`src/rtl/alu_sequencer_if.sv`:
```
// Request/response and ALU-side signals of the ALU sequencer.
// The master is the requester that also hosts the combinational ALU.
interface alu_sequencer_if #(
  parameter int WIDTH = 32
);
  logic             start;
  logic [WIDTH-1:0] op_a;
  logic [WIDTH-1:0] op_b;
  logic [3:0]       funct;
  logic             busy;
  logic             done;
  logic [WIDTH-1:0] result;
  logic             zero;
  logic [WIDTH-1:0] alu_a;
  logic [WIDTH-1:0] alu_b;
  logic [3:0]       alu_funct;
  logic [WIDTH-1:0] alu_out;
  logic             alu_flagZ;

  modport master (
    output start, op_a, op_b, funct, alu_out, alu_flagZ,
    input  busy, done, result, zero, alu_a, alu_b, alu_funct
  );

  modport slave (
    input  start, op_a, op_b, funct, alu_out, alu_flagZ,
    output busy, done, result, zero, alu_a, alu_b, alu_funct
  );
endinterface

```
`src/rtl/alu_sequencer.sv`:
```
// Sequences one operation through the external combinational ALU; shifts are
// iterated one bit per pass to build full 0..31-bit shift amounts.
//
// state | meaning
// IDLE  | waiting for start, ALU inputs held at zero
// EXEC  | single ALU pass on latched operands
// SHIFT | one-bit shift pass per cycle, cnt passes remaining
// DONE  | one-cycle completion pulse, start ignored
module alu_sequencer #(
  parameter int WIDTH   = 32,
  parameter int SHAMT_W = 5
) (
  input logic           clk,
  input logic           rst,
  alu_sequencer_if.slave bus
);

  typedef enum logic [1:0] {IDLE, EXEC, SHIFT, DONE} state_t;

  state_t             state;
  logic [WIDTH-1:0]   work;
  logic [WIDTH-1:0]   opb_r;
  logic [3:0]         fn_r;
  logic [SHAMT_W-1:0] cnt;
  logic               busy_r;
  logic               done_r;
  logic [WIDTH-1:0]   result_r;
  logic               zero_r;
  logic               start_shift;

  assign start_shift = (bus.funct == 4'b0110 || bus.funct == 4'b0111 ||
                        bus.funct == 4'b1000) &&
                       (bus.op_b[SHAMT_W-1:0] != '0);

  always_ff @(posedge clk) begin
    if (!rst) begin
      state    <= IDLE;
      work     <= '0;
      opb_r    <= '0;
      fn_r     <= '0;
      cnt      <= '0;
      busy_r   <= 1'b0;
      done_r   <= 1'b0;
      result_r <= '0;
      zero_r   <= 1'b0;
    end else begin
      done_r <= 1'b0;
      case (state)
        IDLE: begin
          if (bus.start) begin
            work   <= bus.op_a;
            opb_r  <= bus.op_b;
            fn_r   <= bus.funct;
            cnt    <= bus.op_b[SHAMT_W-1:0];
            busy_r <= 1'b1;
            state  <= start_shift ? SHIFT : EXEC;
          end
        end
        EXEC: begin
          result_r <= bus.alu_out;
          zero_r   <= bus.alu_flagZ;
          busy_r   <= 1'b0;
          done_r   <= 1'b1;
          state    <= DONE;
        end
        SHIFT: begin
          work <= bus.alu_out;
          cnt  <= cnt - SHAMT_W'(1);
          // Exit at cnt==1 so the counter never wraps below zero.
          if (cnt == SHAMT_W'(1)) begin
            result_r <= bus.alu_out;
            zero_r   <= bus.alu_flagZ;
            busy_r   <= 1'b0;
            done_r   <= 1'b1;
            state    <= DONE;
          end
        end
        DONE:    state <= IDLE;
        default: state <= IDLE;
      endcase
    end
  end

  // ALU drive decoded from registered state; shift passes always use B=1.
  always_comb begin
    bus.alu_a     = '0;
    bus.alu_b     = '0;
    bus.alu_funct = 4'b0000;
    if (state == EXEC) begin
      bus.alu_a     = work;
      bus.alu_b     = opb_r;
      bus.alu_funct = fn_r;
    end else if (state == SHIFT) begin
      bus.alu_a     = work;
      bus.alu_b     = WIDTH'(1);
      bus.alu_funct = fn_r;
    end
  end

  assign bus.busy   = busy_r;
  assign bus.done   = done_r;
  assign bus.result = result_r;
  assign bus.zero   = zero_r;

endmodule

```
`src/flat_wrapper.sv`:
```
// flat-port wrapper written by rule: the top's interface ports become plain ports
module alu_sequencer_flat 
#(
  parameter int WIDTH   = 32,
  parameter int SHAMT_W = 5
)
  (clk, rst, bus_start, bus_op_a, bus_op_b, bus_funct, bus_alu_out, bus_alu_flagZ, bus_busy, bus_done, bus_result, bus_zero, bus_alu_a, bus_alu_b, bus_alu_funct);
  alu_sequencer_if #(.WIDTH(WIDTH)) bus_i ();
  input logic clk;
  input logic rst;
  input wire logic [$bits(bus_i.start)-1:0] bus_start;
  input wire logic [$bits(bus_i.op_a)-1:0] bus_op_a;
  input wire logic [$bits(bus_i.op_b)-1:0] bus_op_b;
  input wire logic [$bits(bus_i.funct)-1:0] bus_funct;
  input wire logic [$bits(bus_i.alu_out)-1:0] bus_alu_out;
  input wire logic [$bits(bus_i.alu_flagZ)-1:0] bus_alu_flagZ;
  output wire logic [$bits(bus_i.busy)-1:0] bus_busy;
  output wire logic [$bits(bus_i.done)-1:0] bus_done;
  output wire logic [$bits(bus_i.result)-1:0] bus_result;
  output wire logic [$bits(bus_i.zero)-1:0] bus_zero;
  output wire logic [$bits(bus_i.alu_a)-1:0] bus_alu_a;
  output wire logic [$bits(bus_i.alu_b)-1:0] bus_alu_b;
  output wire logic [$bits(bus_i.alu_funct)-1:0] bus_alu_funct;
  assign bus_i.start = bus_start;
  assign bus_i.op_a = bus_op_a;
  assign bus_i.op_b = bus_op_b;
  assign bus_i.funct = bus_funct;
  assign bus_i.alu_out = bus_alu_out;
  assign bus_i.alu_flagZ = bus_alu_flagZ;
  assign bus_busy = bus_i.busy;
  assign bus_done = bus_i.done;
  assign bus_result = bus_i.result;
  assign bus_zero = bus_i.zero;
  assign bus_alu_a = bus_i.alu_a;
  assign bus_alu_b = bus_i.alu_b;
  assign bus_alu_funct = bus_i.alu_funct;
  alu_sequencer #(.WIDTH(WIDTH), .SHAMT_W(SHAMT_W)) u_core (.clk(clk), .rst(rst), .bus(bus_i));
endmodule
```
`config.mk`:
```
export PLATFORM = sky130hd
export DESIGN_NAME = alu_sequencer_flat
export DESIGN_NICKNAME = d
export VERILOG_FILES = /design/src/rtl/alu_sequencer_if.sv /design/src/rtl/alu_sequencer.sv /design/src/flat_wrapper.sv
export SDC_FILE = /design/constraint.sdc
export NUM_CORES = 1
export LEC_CHECK = 0
export ABC_CLOCK_PERIOD_IN_PS = 3620
export CORE_AREA = 2 2 126 91
export DETAILED_ROUTE_END_ITERATION = 8
export DIE_AREA = 0 0 128 93
export PLACE_DENSITY = 0.85
export SETUP_SLACK_MARGIN = 0.3
export SYNTH_ARGS = -nofsm -noshare
export SYNTH_HDL_FRONTEND = slang
export SYNTH_SLANG_ARGS = --single-unit
```
`constraint.sdc`:
```
create_clock -name clk -period 3.62 [get_ports clk]
set_clock_uncertainty 0.1 [all_clocks]
set_input_delay 0.724 -clock clk [delete_from_list [all_inputs] [get_ports clk]]
set_output_delay 0.724 -clock clk [all_outputs]
set_load 0.03 [all_outputs]
```
==> results of run 1 <==
==> cell families after synthesis <==
kind of cell | after synthesis | synth area share (%)
buffers and inverters | 52 | 4.76
muxes | 35 | 7.24
AOI/OAI and AO/OA | 126 | 16.6
adders and majority gates | 6 | 1.55
DFF | 110 | 45.3
and+or+nand+nor | 263 | 24.5
==> cell type report <==
cell class | count | area [µm²]
Fill cell | 845 | 3410
Multi-Input combinational cell | 430 | 2440
Sequential cell | 110 | 2200
Timing Repair Buffer | 216 | 2140
Clock buffer | 11 | 233
Tap cell | 136 | 170
Clock inverter | 5 | 108
Inverter | 7 | 26.3
==> sequential cells by signal (all words and copies together), names as in the netlist <==
name               count
u_core.bus.busy        1
u_core.bus.done        1
u_core.bus.result     32
u_core.bus.zero        1
u_core.cnt             5
u_core.fn_r            4
u_core.opb_r          32
u_core.state           2
u_core.work           32
==> through the flow <==
step / total power (W) / hold WS, ns / cell area, µm² / instances / utilization (%)
finish: 0.00584 / 0.351 / 7320 / 915 / 68.2
global route: 0.00618 / 0.369 / 7320 / 915 / 68.2
CTS: 0.00587 / 0.354 / 7320 / 915 / 68.2
detailed placement: 0.00473 / 0.345 / 6970 / 899 / 65.0
global placement: 0.00462 / 0.340 / 6970 / 899 / 65.0
floorplan: 0.00374 / 0.332 / 4860 / 592 / -
==> per-layer routing <==
layer  global-route usage, %  wire length, µm
met1                    28.6             6070
met2                    42.4             7110
met3                    6.06             1040
met4                    7.23              265
met5                       0                0
==> timing repair <==
item | in CTS | in global routing
endpoints found under the hold margin | 0 | 0
resized for setup | 1 | 0
endpoints found under the setup margin | 7 | 0
hold buffers | 0 | 0
==> cell usage in the layout (no fill, tap or decap), types with 2 or more instances in the layout <==
cell type and count:
a21boi_0 12, ha_1 5, o21ai_0 7, nand2_1 147
a21oi_1 61, nor3_1 3, o31a_1 2, mux2i_1 34
dfxtp_1 110, inv_1 6, o211a_1 2, bufinv_16 3
nor2_1 37, buf_4 10, clkinv_4 2, a211oi_1 31
nor2b_1 37, and2_1 34, clkdlybuf4s50_1 206, clkbuf_1 2
clkbuf_16 9
==> worst min-delay path: cells and delay by family, from the launching register on <==
| family | cells | cell delay, ns |
|---|---|---|
| DFF | 1 | 0.31 |
| and+or+nand+nor | 1 | 0.05 |
| AOI/OAI and AO/OA | 1 | 0.05 |
==> report_power, final <==
part           internal (W)  total (W)  switching (W)
Clock              0.000679    0.00111       0.000431
Sequential          0.00161    0.00185       0.000233
Combinational       0.00113    0.00289        0.00176
Total               0.00342    0.00584        0.00242
==> final timing paths <==
| check | end | slack (ns) | cells past startpoint |
|---|---|---|---|
| hold / removal | u_core.opb_r[19]$_SDFFE_PN0P_ | 0.35 | 2 |
| setup / recovery | bus_alu_a[19] | 0.43 | 6 |
| setup reg to reg | u_core.bus.result[4]$_SDFFE_PN0P_ | 1.06 | 7 |
| hold reg to reg | u_core.opb_r[19]$_SDFFE_PN0P_ | 0.35 | 2 |
==> synthesized netlist by cell type, drive strengths merged, types with 7 or more instances <==
library cell  number
nand2            147
mux2i             34
clkbuf            31
a21oi             63
nor2b             37
dfxtp            110
and2              34
a211oi            32
a21boi            12
nor2              38
o21ai              7
inv                7
buf               14
==> impl_metrics.csv, run 1 <==
group,metric,value,unit
status,status,"finished, final reports clean",
setup_path,slowest_stage,"clkdlybuf4s50_1",
route,via_per_inst,5.23,
place,io_buffers,206,
finish,syn2layout_area_growth,50.7,%
power_and_ir_drop,vdd_drop_max,651,µV
route,routed_wl,14500,µm
synth,yosys_warnings,0,
setup_path,cp-end-kind,"output port",
clock_network,cts_tree,"yes",
synth,syn-mean-instance-area,8.21,µm²
global_routing,grtUsageTotal,23.9,%
setup_path,cp_cell_sequence,"inv_1 > ha_4 > nor2_4 > buf_4 > nor2b_1 > clkdlybuf4s50_1",
min_path,min_path_type,"flop to flop",
setup_path,crit_buf_inv,3,
setup_path,critPathLaunch,"u_core.state[0]$_SDFFE_PN0P_",
floorplan,fp-row-count,32,
floorplan,die_y,93,µm
place,routabilityCongestion,0.818,
global_routing,first_global_vias,4681,
setup_path,worst_path_largest_cell_delay,0.69,ns
timing,slew_headroom,37.9,%
synth,synth_largest_area_cell,"dfxtp_1",
power_and_ir_drop,leakage,2.67,nW
synth,mappedNetlistArea,0.00486,mm²
setup_path,cp_max_fo,38,
global_routing,grt_max_degree,65,
setup_path,cp.arrival,2.37,ns
route,dr.pass1.iters,4,
floorplan,io_pins,207,
synth,seq_area_frac_synth,45.3,%
timing,fin_crit_sh,88.2,%
route,drtIter0Drc,250,
timing,timing.final.crit_period,3.19,ns
clock_network,path_clk_slew,0.07,ns
finish,drive_gt1_share,4.36,%
timing,fmax,313,MHz
clock_network,cts_max_path_buffers,2,
timing,hold_viol_final,0,
synth,synth_ff_type,"dfxtp_1",
floorplan,dieArea,0.0119,mm²
floorplan,core,0.0107,mm²
global_routing,grt_pass1_wl,22800,µm
floorplan,start_util,45.3,%
setup_path,startpoint_type,"flop",
setup_path,reg2reg_from,"u_core.state[0]$_SDFFE_PN0P_",
route,num_vias,4783,
synth,yosysUniqueCellTypes,34,
route,wl_per_cell,15.8,µm
clock_network,cts_buffers,9,
timing,grt_setup_unrepaired,"false",
clock_network,clkSinkCount,110,
setup_path,required,2.80,ns
global_routing,antenna_found_initial,0,
clock_network,h-tree-depth,3,
synth,synth_top_area_share,45.3,%
finish,fin_nets,884,
setup_path,path_delay_family,"buffers and inverters",
timing,worst_slew_pin_slew,0.930,ns
synth,synth_cells,592,
setup_path,crit_type,"flop to output port",
clock_network,clk_latency,0.34,ns
route,antenna_left,0,
place,pre_cts_ws,0.651,ns
timing,finalSetupTns,0,ns
global_routing,grt_overflow,0,
clock_network,cts_root_buffer,"clkbuf_16",
clock_network,cts_setup_buffers,0,
finish,antennaDiodeCount,0,
timing,drv_slew,0,
route,drc,0,
floorplan,dieWidth,128,µm
synth,syn_nets,702,
timing,finalWorstSetupSlack,0.427,ns
synth,synth_edf_count,0,
synth,yosys-top-cells-area,"dfxtp_1 45%, nand2_1 11%, mux2i_1 7.0%",
job,max_cap_viol_count,0,
synth,synthArstFlopShare,0,%
place,dp.final_hpwl,10500,µm
power_and_ir_drop,power_density,798,mW/mm²
min_path,min-delay-start,"u_core.opb_r[19]$_SDFFE_PN0P_",
timing,finalSetupViolations,0,
synth,synth-seq-cells,110,
Note: power is estimated with default switching activity, not from simulation.
==> run 2: changes to the inputs <==
--- a/config.mk
+++ b/config.mk
@@ -9,7 +9,7 @@
 export CORE_AREA = 2 2 126 91
 export DETAILED_ROUTE_END_ITERATION = 8
 export DIE_AREA = 0 0 128 93
-export PLACE_DENSITY = 0.85
+export PLACE_DENSITY = 0.95
 export SETUP_SLACK_MARGIN = 0.3
 export SYNTH_ARGS = -nofsm -noshare
 export SYNTH_HDL_FRONTEND = slang
==> run 2 against run 1 <==
Non-clock buffer count rose by 1. Clock power is 6% lower. First-iteration DRC count is 15% higher. Worst setup slack improved by 0.020 ns. Global-route usage fell by 0.86 points. Hold slack about the same. Die area unchanged. Register-to-register slack got worse by 0.31 ns. Critical path type unchanged. Critical endpoint is now bus_alu_b[13].
==> impl_metrics.csv, run 2 (synthesis gave the netlist of run 1 again) <==
group,metric,value,unit
route,antenna_left,0,
power_and_ir_drop,vdd_drop_max,509,µV
finish,antennaDiodeCount,0,
finish,drive_gt1_share,4.61,%
route,drtIter0Drc,288,
place,pre_cts_ws,0.535,ns
floorplan,dieWidth,128,µm
timing,finalSetupViolations,0,
floorplan,io_pins,207,
setup_path,cp.arrival,2.35,ns
route,routed_wl,14000,µm
setup_path,startpoint_type,"flop",
setup_path,required,2.80,ns
clock_network,clk_latency,0.33,ns
setup_path,cp-end-kind,"output port",
place,dp.final_hpwl,9870,µm
finish,fin_util,68.3,%
route,num_vias,4693,
clock_network,h-tree-depth,3,
timing,hold_viol_final,0,
route,dr.pass1.iters,4,
timing,drv_slew,0,
clock_network,cts_root_buffer,"clkbuf_16",
finish,final_common_cell,"clkdlybuf4s50_1",
global_routing,grtUsageTotal,23.0,%
global_routing,antenna_found_initial,0,
status,status,"finished, final reports clean",
min_path,min_path_type,"flop to flop",
timing,fmax,315,MHz
floorplan,die_y,93,µm
floorplan,core,0.0107,mm²
floorplan,start_util,45.3,%
clock_network,path_clk_slew,0.07,ns
route,via_per_inst,5.12,
timing,worst_slew_pin_slew,0.964,ns
global_routing,grt_pass1_wl,22000,µm
setup_path,crit_type,"flop to output port",
power_and_ir_drop,power_density,796,mW/mm²
job,max_cap_viol_count,0,
global_routing,first_global_vias,4429,
route,drc,0,
clock_network,cts_tree,"yes",
finish,syn2layout_area_growth,50.9,%
clock_network,cts_max_path_buffers,2,
timing,fin_crit_sh,87.7,%
global_routing,grt_max_degree,66,
route,wl_per_cell,15.3,µm
clock_network,clkSinkCount,110,
clock_network,cts_buffers,9,
place,io_buffers,206,
timing,grt_setup_unrepaired,"false",
finish,fin_nets,886,
timing,timing.final.crit_period,3.17,ns
setup_path,cp_max_fo,34,
place,routabilityCongestion,0.826,
floorplan,dieArea,0.0119,mm²
finish,final_cell_mix,"206 x clkdlybuf4s50_1, 147 x nand2_1, 110 x dfxtp_1",
timing,finalWorstSetupSlack,0.447,ns
floorplan,fp-row-count,32,
timing,slew_headroom,35.6,%
power_and_ir_drop,leakage,2.67,nW
timing,finalSetupTns,0,ns
global_routing,grt_overflow,0,
clock_network,cts_hold_buffers,0,
==> run 2: power breakdown <==
group | total, W | internal, W | switching [W]
registers | 0.00184 | 0.00161 | 0.000224
logic | 0.00296 | 0.00116 | 0.00179
clock network | 0.00104 | 0.000609 | 0.000432
total | 0.00583 | 0.00339 | 0.00245
==> run 2: timing repair <==
item | in CTS | in global routing
setup buffers | 0 | 2
pin swaps | 0 | 2
endpoints found under the setup margin | 36 | 21
cloned | 1 | 0
hold endpoints to repair | 0 | 0
gates resized for setup | 1 | 0
==> run 2: per-layer routing <==
layer,GRT usage (%),vias to the layer above,share of wire [%]
li1,-,2336,-
met2,38.5,147,48
met1,29.5,2194,45
met4,6.14,0,1.1
met5,0,-,0
met3,6.29,16,6.0
==> run 2: stage by stage <==
step / instances / hold WS (ns) / cell area (µm²) / total power [W]
CTS: 915 / 0.352 / 7300 / 0.00582
finish: 917 / 0.351 / 7330 / 0.00583
detailed placement: 898 / 0.342 / 6980 / 0.00473
global placement: 898 / 0.338 / 6980 / 0.00464
floorplan: 592 / 0.332 / 4860 / 0.00374
global route: 917 / 0.377 / 7330 / 0.00619
==> run 2: layout make-up <==
cell class | instances | area [µm²]
clock inverters | 5 | 83.8
repair buffers | 217 | 2170
fillers | 860 | 3400
well taps | 136 | 170
flip-flops and latches | 110 | 2200
clock buffers | 11 | 233
multi-input cells | 431 | 2450
inverters | 7 | 26.3
==> run 2: path summary, 6_finish.rpt <==
kind                                 from                      endpoint  slack [ns]  cells past startpoint
max reg2reg  u_core.state[0]$_SDFFE_PN0P_   u_core.work[8]$_SDFFE_PN0P_        0.75                      7
min reg2reg  u_core.opb_r[2]$_SDFFE_PN0P_  u_core.opb_r[2]$_SDFFE_PN0P_        0.35                      2
max          u_core.state[1]$_SDFFE_PN0P_                 bus_alu_b[13]        0.45                      5
min          u_core.opb_r[2]$_SDFFE_PN0P_  u_core.opb_r[2]$_SDFFE_PN0P_        0.35                      2
==> run 2: critical path, cell delays in order, from the launching register on <==
cell and delay [ns]:
dfxtp_1 0.36, inv_1 0.09, ha_1 0.33, buf_4 0.35, and2_1 0.20, clkdlybuf4s50_1 0.68
